[src/rtl/prob_histogram.sv]
// Streaming sample statistics: binned histogram with underflow/overflow slots,
// saturating running total, running min/max, and a valid/ready dump port that
// streams every slot count on request.

// Saturating per-slot counter. Exposes its next-state value so the dump path
// can capture a count that includes a sample accepted on the same edge.
module hist_sat_cnt #(
    parameter int W = 16
) (
    input  logic         clk,
    input  logic         rst,
    input  logic         clr,
    input  logic         inc,
    output logic [W-1:0] cnt_nxt
);
    logic [W-1:0] cnt;

    // next count: clear wins, otherwise increment unless already saturated
    always_comb begin
        cnt_nxt = cnt;
        if (clr)
            cnt_nxt = '0;
        else if (inc && (cnt != '1))
            cnt_nxt = cnt + W'(1);
    end

    // counter register
    always_ff @(posedge clk) begin
        if (rst) cnt <= '0;
        else     cnt <= cnt_nxt;
    end
endmodule

module prob_histogram #(
    parameter int DATA_W    = 16,
    parameter int MIN_NUM   = 256,
    parameter int BIN_SHIFT = 4,
    parameter int BIN_BITS  = 4,
    parameter int CNT_W     = 16,
    parameter int TOT_W     = 32
) (
    input  logic                clk,
    input  logic                rst,
    input  logic                clear,
    input  logic                in_valid,
    output logic                in_ready,
    input  logic [DATA_W-1:0]   in_data,
    input  logic                dump_req,
    output logic                dump_valid,
    input  logic                dump_ready,
    output logic [BIN_BITS:0]   dump_idx,
    output logic [CNT_W-1:0]    dump_count,
    output logic                dump_last,
    output logic [TOT_W-1:0]    sample_total,
    output logic [DATA_W-1:0]   data_min,
    output logic [DATA_W-1:0]   data_max,
    output logic                busy
);
    localparam int NUM_BINS = 2 ** BIN_BITS;
    localparam int IDX_W    = BIN_BITS + 1;
    // slots 0..NUM_BINS-1 are bins, then underflow, then overflow; this order
    // matches the dump beat index so the dump reads slots directly
    localparam int NSLOT    = NUM_BINS + 2;

    localparam logic [1:0] ACCUM = 2'd0;
    localparam logic [1:0] CLR   = 2'd1;
    localparam logic [1:0] DUMP  = 2'd2;

    logic [1:0]                   state, state_nxt;
    logic                         acc, clr_stats, fire;
    logic [DATA_W:0]              d, q;
    logic                         under, over;
    logic [IDX_W-1:0]             sel, nxt_idx;
    logic [NSLOT-1:0]             inc;
    logic [NSLOT-1:0][CNT_W-1:0]  cnt_nxt;

    // a sample in the same cycle as clear is dropped
    assign acc       = in_valid && (state == ACCUM) && !clear;
    assign clr_stats = (state == CLR);
    assign fire      = dump_valid && dump_ready;
    assign nxt_idx   = dump_idx + IDX_W'(1);

    // offset into range with one extra bit so values below MIN_NUM borrow
    assign d     = {1'b0, in_data} - (DATA_W + 1)'(MIN_NUM);
    assign q     = d >> BIN_SHIFT;
    assign under = d[DATA_W];
    assign over  = !under && (q >= (DATA_W + 1)'(NUM_BINS));

    // slot selection for the incoming sample
    always_comb begin
        sel = {1'b0, q[BIN_BITS-1:0]};
        if (under)
            sel = IDX_W'(NUM_BINS);
        else if (over)
            sel = IDX_W'(NUM_BINS + 1);
    end

    genvar g;
    generate
        for (g = 0; g < NSLOT; g++) begin : g_slot
            assign inc[g] = acc && (sel == IDX_W'(g));
            hist_sat_cnt #(.W(CNT_W)) u_cnt (
                .clk     (clk),
                .rst     (rst),
                .clr     (clr_stats),
                .inc     (inc[g]),
                .cnt_nxt (cnt_nxt[g])
            );
        end
    endgenerate

    // next state: clear beats dump_req; CLR is a single cycle
    always_comb begin
        state_nxt = state;
        case (state)
            ACCUM: begin
                if (clear)         state_nxt = CLR;
                else if (dump_req) state_nxt = DUMP;
            end
            CLR:   state_nxt = ACCUM;
            DUMP: begin
                if (clear)                  state_nxt = CLR;
                else if (fire && dump_last) state_nxt = ACCUM;
            end
            default: state_nxt = ACCUM;
        endcase
    end

    // state register with registered in_ready/busy derived from next state
    always_ff @(posedge clk) begin
        if (rst) begin
            state    <= ACCUM;
            in_ready <= 1'b1;
            busy     <= 1'b0;
        end else begin
            state    <= state_nxt;
            in_ready <= (state_nxt == ACCUM);
            busy     <= (state_nxt != ACCUM);
        end
    end

    // dump beat registers; counts are frozen during DUMP, so cnt_nxt is stable
    always_ff @(posedge clk) begin
        if (rst) begin
            dump_valid <= 1'b0;
            dump_idx   <= '0;
            dump_count <= '0;
            dump_last  <= 1'b0;
        end else if ((state == ACCUM) && (state_nxt == DUMP)) begin
            dump_valid <= 1'b1;
            dump_idx   <= '0;
            dump_count <= cnt_nxt[0];
            dump_last  <= 1'b0;
        end else if (state == DUMP) begin
            if (clear || (fire && dump_last)) begin
                dump_valid <= 1'b0;
                dump_idx   <= '0;
                dump_count <= '0;
                dump_last  <= 1'b0;
            end else if (fire) begin
                dump_idx   <= nxt_idx;
                dump_count <= cnt_nxt[nxt_idx];
                dump_last  <= (nxt_idx == IDX_W'(NUM_BINS + 1));
            end
        end
    end

    // running total, min and max
    always_ff @(posedge clk) begin
        if (rst || clr_stats) begin
            sample_total <= '0;
            data_min     <= '1;
            data_max     <= '0;
        end else if (acc) begin
            if (sample_total != '1)
                sample_total <= sample_total + TOT_W'(1);
            if (in_data < data_min)
                data_min <= in_data;
            if (in_data > data_max)
                data_max <= in_data;
        end
    end
endmodule

[config.mk]
export PLATFORM = sky130hd
export DESIGN_NAME = prob_histogram
export DESIGN_NICKNAME = d
export VERILOG_FILES = /design/src/rtl/prob_histogram.sv
export SDC_FILE = /design/constraint.sdc
export NUM_CORES = 1
export LEC_CHECK = 0
export ABC_AREA = 1
export BUFFER_PORTS_ARGS = -buffer_cell sky130_fd_sc_hd__buf_2
export CAP_MARGIN = 20
export CORE_ASPECT_RATIO = 0.5
export CORE_MARGIN = 1.5
export CORE_UTILIZATION = 35
export CTS_BUF_LIST = sky130_fd_sc_hd__clkbuf_16
export CTS_CLUSTER_DIAMETER = 50
export DETAILED_ROUTE_END_ITERATION = 8
export PLACE_DENSITY = 0.55
export SKIP_LAST_GASP = 1
export SYNTH_ARGS = -nofsm -noshare
export SYNTH_HDL_FRONTEND = slang
export SYNTH_SLANG_ARGS = --single-unit
[constraint.sdc]
create_clock -name clk -period 9.64 [get_ports clk]
set_clock_uncertainty 0.05 [all_clocks]
set_input_delay 1.446 -clock clk [delete_from_list [all_inputs] [get_ports clk]]
set_output_delay 1.446 -clock clk [all_outputs]
set_load 0.03 [all_outputs]
==> results of run 1 <==
==> state kept, by name, summed over array words and instances, names as in the netlist <==
name / cells
busy: 1
data_max: 16
data_min: 16
dump_count: 16
dump_idx: 5
dump_last: 1
dump_valid: 1
g_slot.u_cnt.cnt: 288
in_ready: 1
sample_total: 32
state: 2
==> worst min-delay path by stage <==
stage | start | end | slack [ns] | cells past startpoint
4_1_cts | data_max[15] | data_max[15] | 0.43 | 2
5_1_grt | data_max[15] | data_max[15] | 0.45 | 2
3_5_place_dp | data_max[15] | data_max[15] | 0.42 | 2
6_report | data_max[15] | data_max[15] | 0.42 | 2
2_1_floorplan | state[0] | state[0] | 0.44 | 1
3_3_place_gp | data_max[15] | data_max[15] | 0.41 | 2
==> cell families after synthesis <==
family          Yosys count  synth area share (%)
buf+inv                 612                  9.49
simple gates           2474                  43.6
flops                   379                  30.2
xor+xnor                143                  4.99
fa+ha+maj                54                  2.69
compound gates          407                  9.03
==> power by group through the flow <==
stage               Combinational [mW]  Clock, mW  Sequential, mW
finish                           0.229       1.83            1.58
global route                     0.250       1.93            1.59
CTS                              0.228       1.87            1.58
detailed placement               0.228          0            1.62
global placement                 0.227          0            1.62
floorplan                        0.125          0            1.64
==> per-layer routing <==
layer | vias to the layer above | track usage [%]
met3 | 122 | 4.81
met4 | 0 | 6.09
li1 | 13400 | -
met5 | - | 0
met2 | 921 | 39.8
met1 | 12700 | 33.4
==> worst max-delay path, stage by stage <==
cell     delay, ns
buf_2         0.10
inv_1         0.14
nand3_4       0.34
inv_2         0.11
buf_4         0.64
nand2_1       0.14
nor2_2        0.27
nand3_1       0.15
nor2_1        0.56
nand2_1       0.15
nand3_1       0.13
nand2_1       0.07
nand2_1       0.09
nand2_1       0.05
a21oi_1       0.35
nand2_1       0.20
nand3_1       0.12
nand2_1       0.06
nand2_1       0.06
a21oi_1       0.05
==> layout make-up <==
type	instances	area share, %
clock buffer	45	4.03
clock inverter	32	1.32
inverter	456	6.16
multi-input combinational	3078	54.4
sequential	379	27.2
tap	958	4.29
timing repair buffer	135	2.66
==> cell usage after synthesis (12+ instances only) <==
library cell  instances
o21ai_1              25
nand2_1             985
nand4_1             169
clkbuf_1             97
nor2_2               12
buf_2                19
o21ai_0             133
o211ai_1             40
buf_1                27
ha_1                 54
a21oi_1             162
nor2_1              628
o21bai_1             14
nand3_1             449
nor3_1              138
inv_1               437
inv_2                17
or2_2                15
xor2_1              127
xnor2_1              16
dfxtp_1             379
nor4_1               23
==> through the flow <==
stage | hold WS (ns) | setup slack (ns) | std cells
2_1_floorplan | 0.436 | 5.85 | 4069
3_3_place_gp | 0.408 | 4.29 | 5006
3_5_place_dp | 0.415 | 4.28 | 5006
4_1_cts | 0.425 | 4.90 | 5083
5_1_grt | 0.452 | 4.46 | 5083
6_report | 0.423 | 4.78 | 5083
==> flow_summary.toml, run 1 <==
[route]
highest_layer = "met4"
drc = 0
drt_iter0_drc = 2338
met1_length_microns = 42600
vias_per_cell = 5.33
firstDrtPassIters = 6
drtAntennaViolNets = 0
wire_per_inst_microns = 18.2
routed_wl_microns = 92400
routed-wl-met3_microns = 6980
num_vias = 27100
wl_met2_microns = 40800

[power]
p_comb_share_pct = 6.3
p_switching_uw = 957
ir_drop_mv = 0.131
p_clk_share_pct = 50.2
seqPwrFrac_pct = 43.5
switching_share_pct = 26.3
p_leak_nw = 11.1
p_int_mw = 2.69
p_per_area_mw_per_mm2 = 130
p_total_mw = 3.64

[final_layout]
layout-drive-gt1-share_pct = 7.25
nets = 4170
fin_util_pct = 39.4
final_common_cell = "nand2_1"
multiInputGateArea_sq_mm = 0.0152
design_area_sq_mm = 0.0279
regArea_sq_mm = 0.00759
most-common-layout-cells = "nand2_1 (985), nor2_1 (625), nand3_1 (449)"
n_antenna_cell = 0
nFillCells = 7770
syn_to_final_growth_pct = 11.2

[synthesis]
ys_ff_latch = 379
yosysTopAreaCell = "dfxtp_1"
async_reset_ff_share_pct = 0
synth_edf_count = 0
synthCells = 4069
syn_area_per_cell_sq_um = 6.17
synth.top_cell.area_share_pct = 30.2
yosys-top-cells-area = "dfxtp_1 (30%), nand2_1 (15%), nor2_1 (9.4%)"
yosysSeqAreaShare_pct = 30.2
yosys_warnings = 0
synthesis.area_sq_mm = 0.0251
synth_cell_types = 54
synth_fp_nets = 4145
synth_top_flop_cell = "dfxtp_1"

[worst_setup_path]
cp_data_required_time_ns = 10.04
crit_end = "dump_count[0]"
rr_startpoint = "dump_idx[0]"
crit_path_end_kind = "flop"
critPathArrivalTime_ns = 5.26
startpoint = "clear"
crit_path_start_kind = "input port"
cp_max_fo = 55
critPathKind = "input port to flop"
r2r_cells = 15
r2r_slack_ns = 4.93
reg2reg_to = "dump_count[1]"

[clock_network]
hold_buffers = 0
path_clk_slew_ns = 0.06
cts_buffers = 44
cts_setup_buffers = 0
cts-root-buf = "clkbuf_16"
htree_num_levels = 2
cts.sinks = 379
clockBufferDepth = 3
tritoncts = "built"
clk_latency_ns = 0.59
post_cts_resized = 0

[run_status]
status = "finished clean"

[global_routing]
grt_pass1_wl_microns = 142000
overflow = 0
grt_max_degree = 87
grt_pass1_vias = 25200
grtUsageTotal_pct = 24.5
antenna_found_initial = 1

[timing]
period_minus_slack_ns = 4.86
hold_viol_final = 0
fmax_mhz = 206
worst_slew_pin_slew_ns = 1.10
post-route-period-util_pct = 50.4
slew_headroom_pct = 26.7
finalSetupViolCount = 0
final_max_slew_viol_count = 0
rsz0062_at_grt = "false"
fin_setup_tns_ns = 0

[place]
gp_congestion = 0.930
placed_cell_area_sq_mm = 0.0264
portBuffers = 110
hpwl_microns = 67200

[worst_hold_path]
hp-class = "flop to flop"

[floorplan]
ioPinCount = 111
dieArea_sq_mm = 0.0735
initial_core_util_pct = 35.4
die_x_microns = 382
rows = 69
coreArea_sq_mm = 0.0710
die_y_microns = 192

[job]
drv_cap = 0
Note: power is estimated with default switching activity, not from simulation.
==> run 2: changes to the inputs <==
Settings changed: PLACE_DENSITY 0.55 to 0.57.
Clock period 9.64 ns to 4.1 ns, I/O delays scaled along.
==> flow_summary.toml, run 2 (same netlist as run 1, synthesis figures left out) <==
[run_status]
status = "finished clean"

[worst_setup_path]
critPathArrivalTime_ns = 4.23
r2r_slack_ns = 0.33
max_stage_delay_ns = 1.02
cp_max_fo = 15
crit_path_end_kind = "flop"
crit_path_start_kind = "flop"
crit_end = "dump_count[12]"
startpoint = "dump_idx[0]"
cp.depth = 12
slowest_stage = "nor2_1"
cp_cell_sequence = "clkinv_2 > nor2_1 > inv_1 > a21oi_1 > nand2_1 > nand2_1 > a21oi_1 > nand2_1 > nand2_1 > nand2_1 > nand2_1 > a21oi_1"
cp_common_cell = "nand2_1"
cp_top_family = "simple AND/OR/NAND/NOR gates"
cp_data_required_time_ns = 4.56
reg2reg_to = "dump_count[12]"
rr_startpoint = "dump_idx[0]"
critPathKind = "flop to flop"
r2r_cells = 12
path_buf_inv = 2

[route]
firstDrtPassIters = 5
vias_per_cell = 5.27
wire_per_inst_microns = 18.3
drc = 0
routed_wl_microns = 93900
drt_iter0_drc = 2299
drtAntennaViolNets = 0
num_vias = 27100

[timing]
hold_viol_final = 0
worst_slew_pin_slew_ns = 1.18
period_minus_slack_ns = 3.77
fin_setup_tns_ns = 0
final_max_slew_viol_count = 0
finalSetupViolCount = 0
fin_hold_ws_ns = 0.261
layout_setup_ws_ns = 0.325
fmax_mhz = 265
slew_headroom_pct = 21.0
post-route-period-util_pct = 92.1
rsz0062_at_grt = "false"

[final_layout]
design_area_sq_mm = 0.0283
fin_cells = 5143
reg.largest.list = "g_slot.u_cnt.cnt: 288 flops, sample_total: 32 flops"
syn_to_final_growth_pct = 12.9
nets = 4229
fin_util_pct = 39.9
largest_reg_flops = 288
largest_register = "g_slot.u_cnt.cnt"
most-common-layout-cells = "nand2_1 (985), nor2_1 (625), nand3_1 (449)"
layout-drive-gt1-share_pct = 8.46
nFillCells = 7791
final_common_cell = "nand2_1"
n_antenna_cell = 0

[global_routing]
grtUsageTotal_pct = 25.1
grtUsageMet2_pct = 40.9
grt_pass1_vias = 25200
overflow = 0
grt_max_degree = 131
grt_use_met1_pct = 34.5
busiest_layer = "met2"
grt_pass1_wl_microns = 145000
antenna_found_initial = 0
grt_util_met3_pct = 3.96

[clock_network]
clockBufferDepth = 3
cts_buffers = 44
cts-root-buf = "clkbuf_16"
tritoncts = "built"
cts.sinks = 379
post_cts_resized = 0
htree_num_levels = 2
hold_buffers = 0
clk_latency_ns = 0.60
cts_setup_buffers = 0
path_clk_slew_ns = 0.06

[power]
p_per_area_mw_per_mm2 = 293
p_total_mw = 8.31
p_leak_nw = 11.4
ir_drop_mv = 0.240

[floorplan]
dieArea_sq_mm = 0.0735
initial_core_util_pct = 35.4
coreArea_sq_mm = 0.0710
rows = 69
ioPinCount = 111
die_y_microns = 192
die_x_microns = 382

[job]
drv_cap = 0

[place]
hpwl_microns = 68900
portBuffers = 110
place_inst = 5065
placed_cell_area_sq_mm = 0.0270
gp_congestion = 0.963
dp_slack_ns = 0.122

[worst_hold_path]
hp-class = "input port to flop"
-- run 2: cell types whose count changed in the layout (fill, tap and decap cells not counted), moves of 2 or more --
cell,delta
buf_4,+53
buf_12,+6
clkinv_1,+2
bufinv_16,-4
inv_6,-3
inv_1,+2
clkinv_4,+2
-- run 2: how the worst min path moves through the flow --
stage / depth (start not counted) / endpoint / start / slack [ns]
after global routing: 3 / data_min[3] / in_data[3] / 0.26
after CTS: 3 / data_min[3] / in_data[3] / 0.24
after global placement: 2 / data_max[0] / data_max[0] / 0.41
after floorplan: 1 / state[0] / state[0] / 0.44
final: 3 / data_min[1] / in_data[1] / 0.26
after detailed placement: 2 / data_max[13] / data_max[13] / 0.42
-- run 2: power by group --
part	switching (mW)	total [mW]	internal, mW
Clock	1.78	4.02	2.24
Sequential	0.0186	3.73	3.71
Combinational	0.435	0.563	0.129
Total	2.23	8.31	6.08
-- run 2: final cells by class --
cell class | count | area [sq um] | share of cell area, %
clock buffers | 45 | 1130 | 3.97
clock inverters | 33 | 267 | 0.940
inverters | 456 | 1720 | 6.07
multi-input cells | 3078 | 15200 | 53.6
flip-flops and latches | 379 | 7590 | 26.8
well taps | 958 | 1200 | 4.23
repair buffers | 194 | 1260 | 4.45
-- run 2: per-layer routing --
layer  wire length, microns  part of all wire [%]  vias to the layer above
met5                      0                     0                        -
met1                  44000                    47                    12600
met3                   6460                   6.9                      124
met2                  41500                    44                      878
met4                   2000                   2.1                        0
li1                       -                     -                    13500
-- run 2: worst min-delay path, stage by stage --
cell and delay (ns):
buf_2 0.13, nand2_1 0.06, o211ai_1 0.07
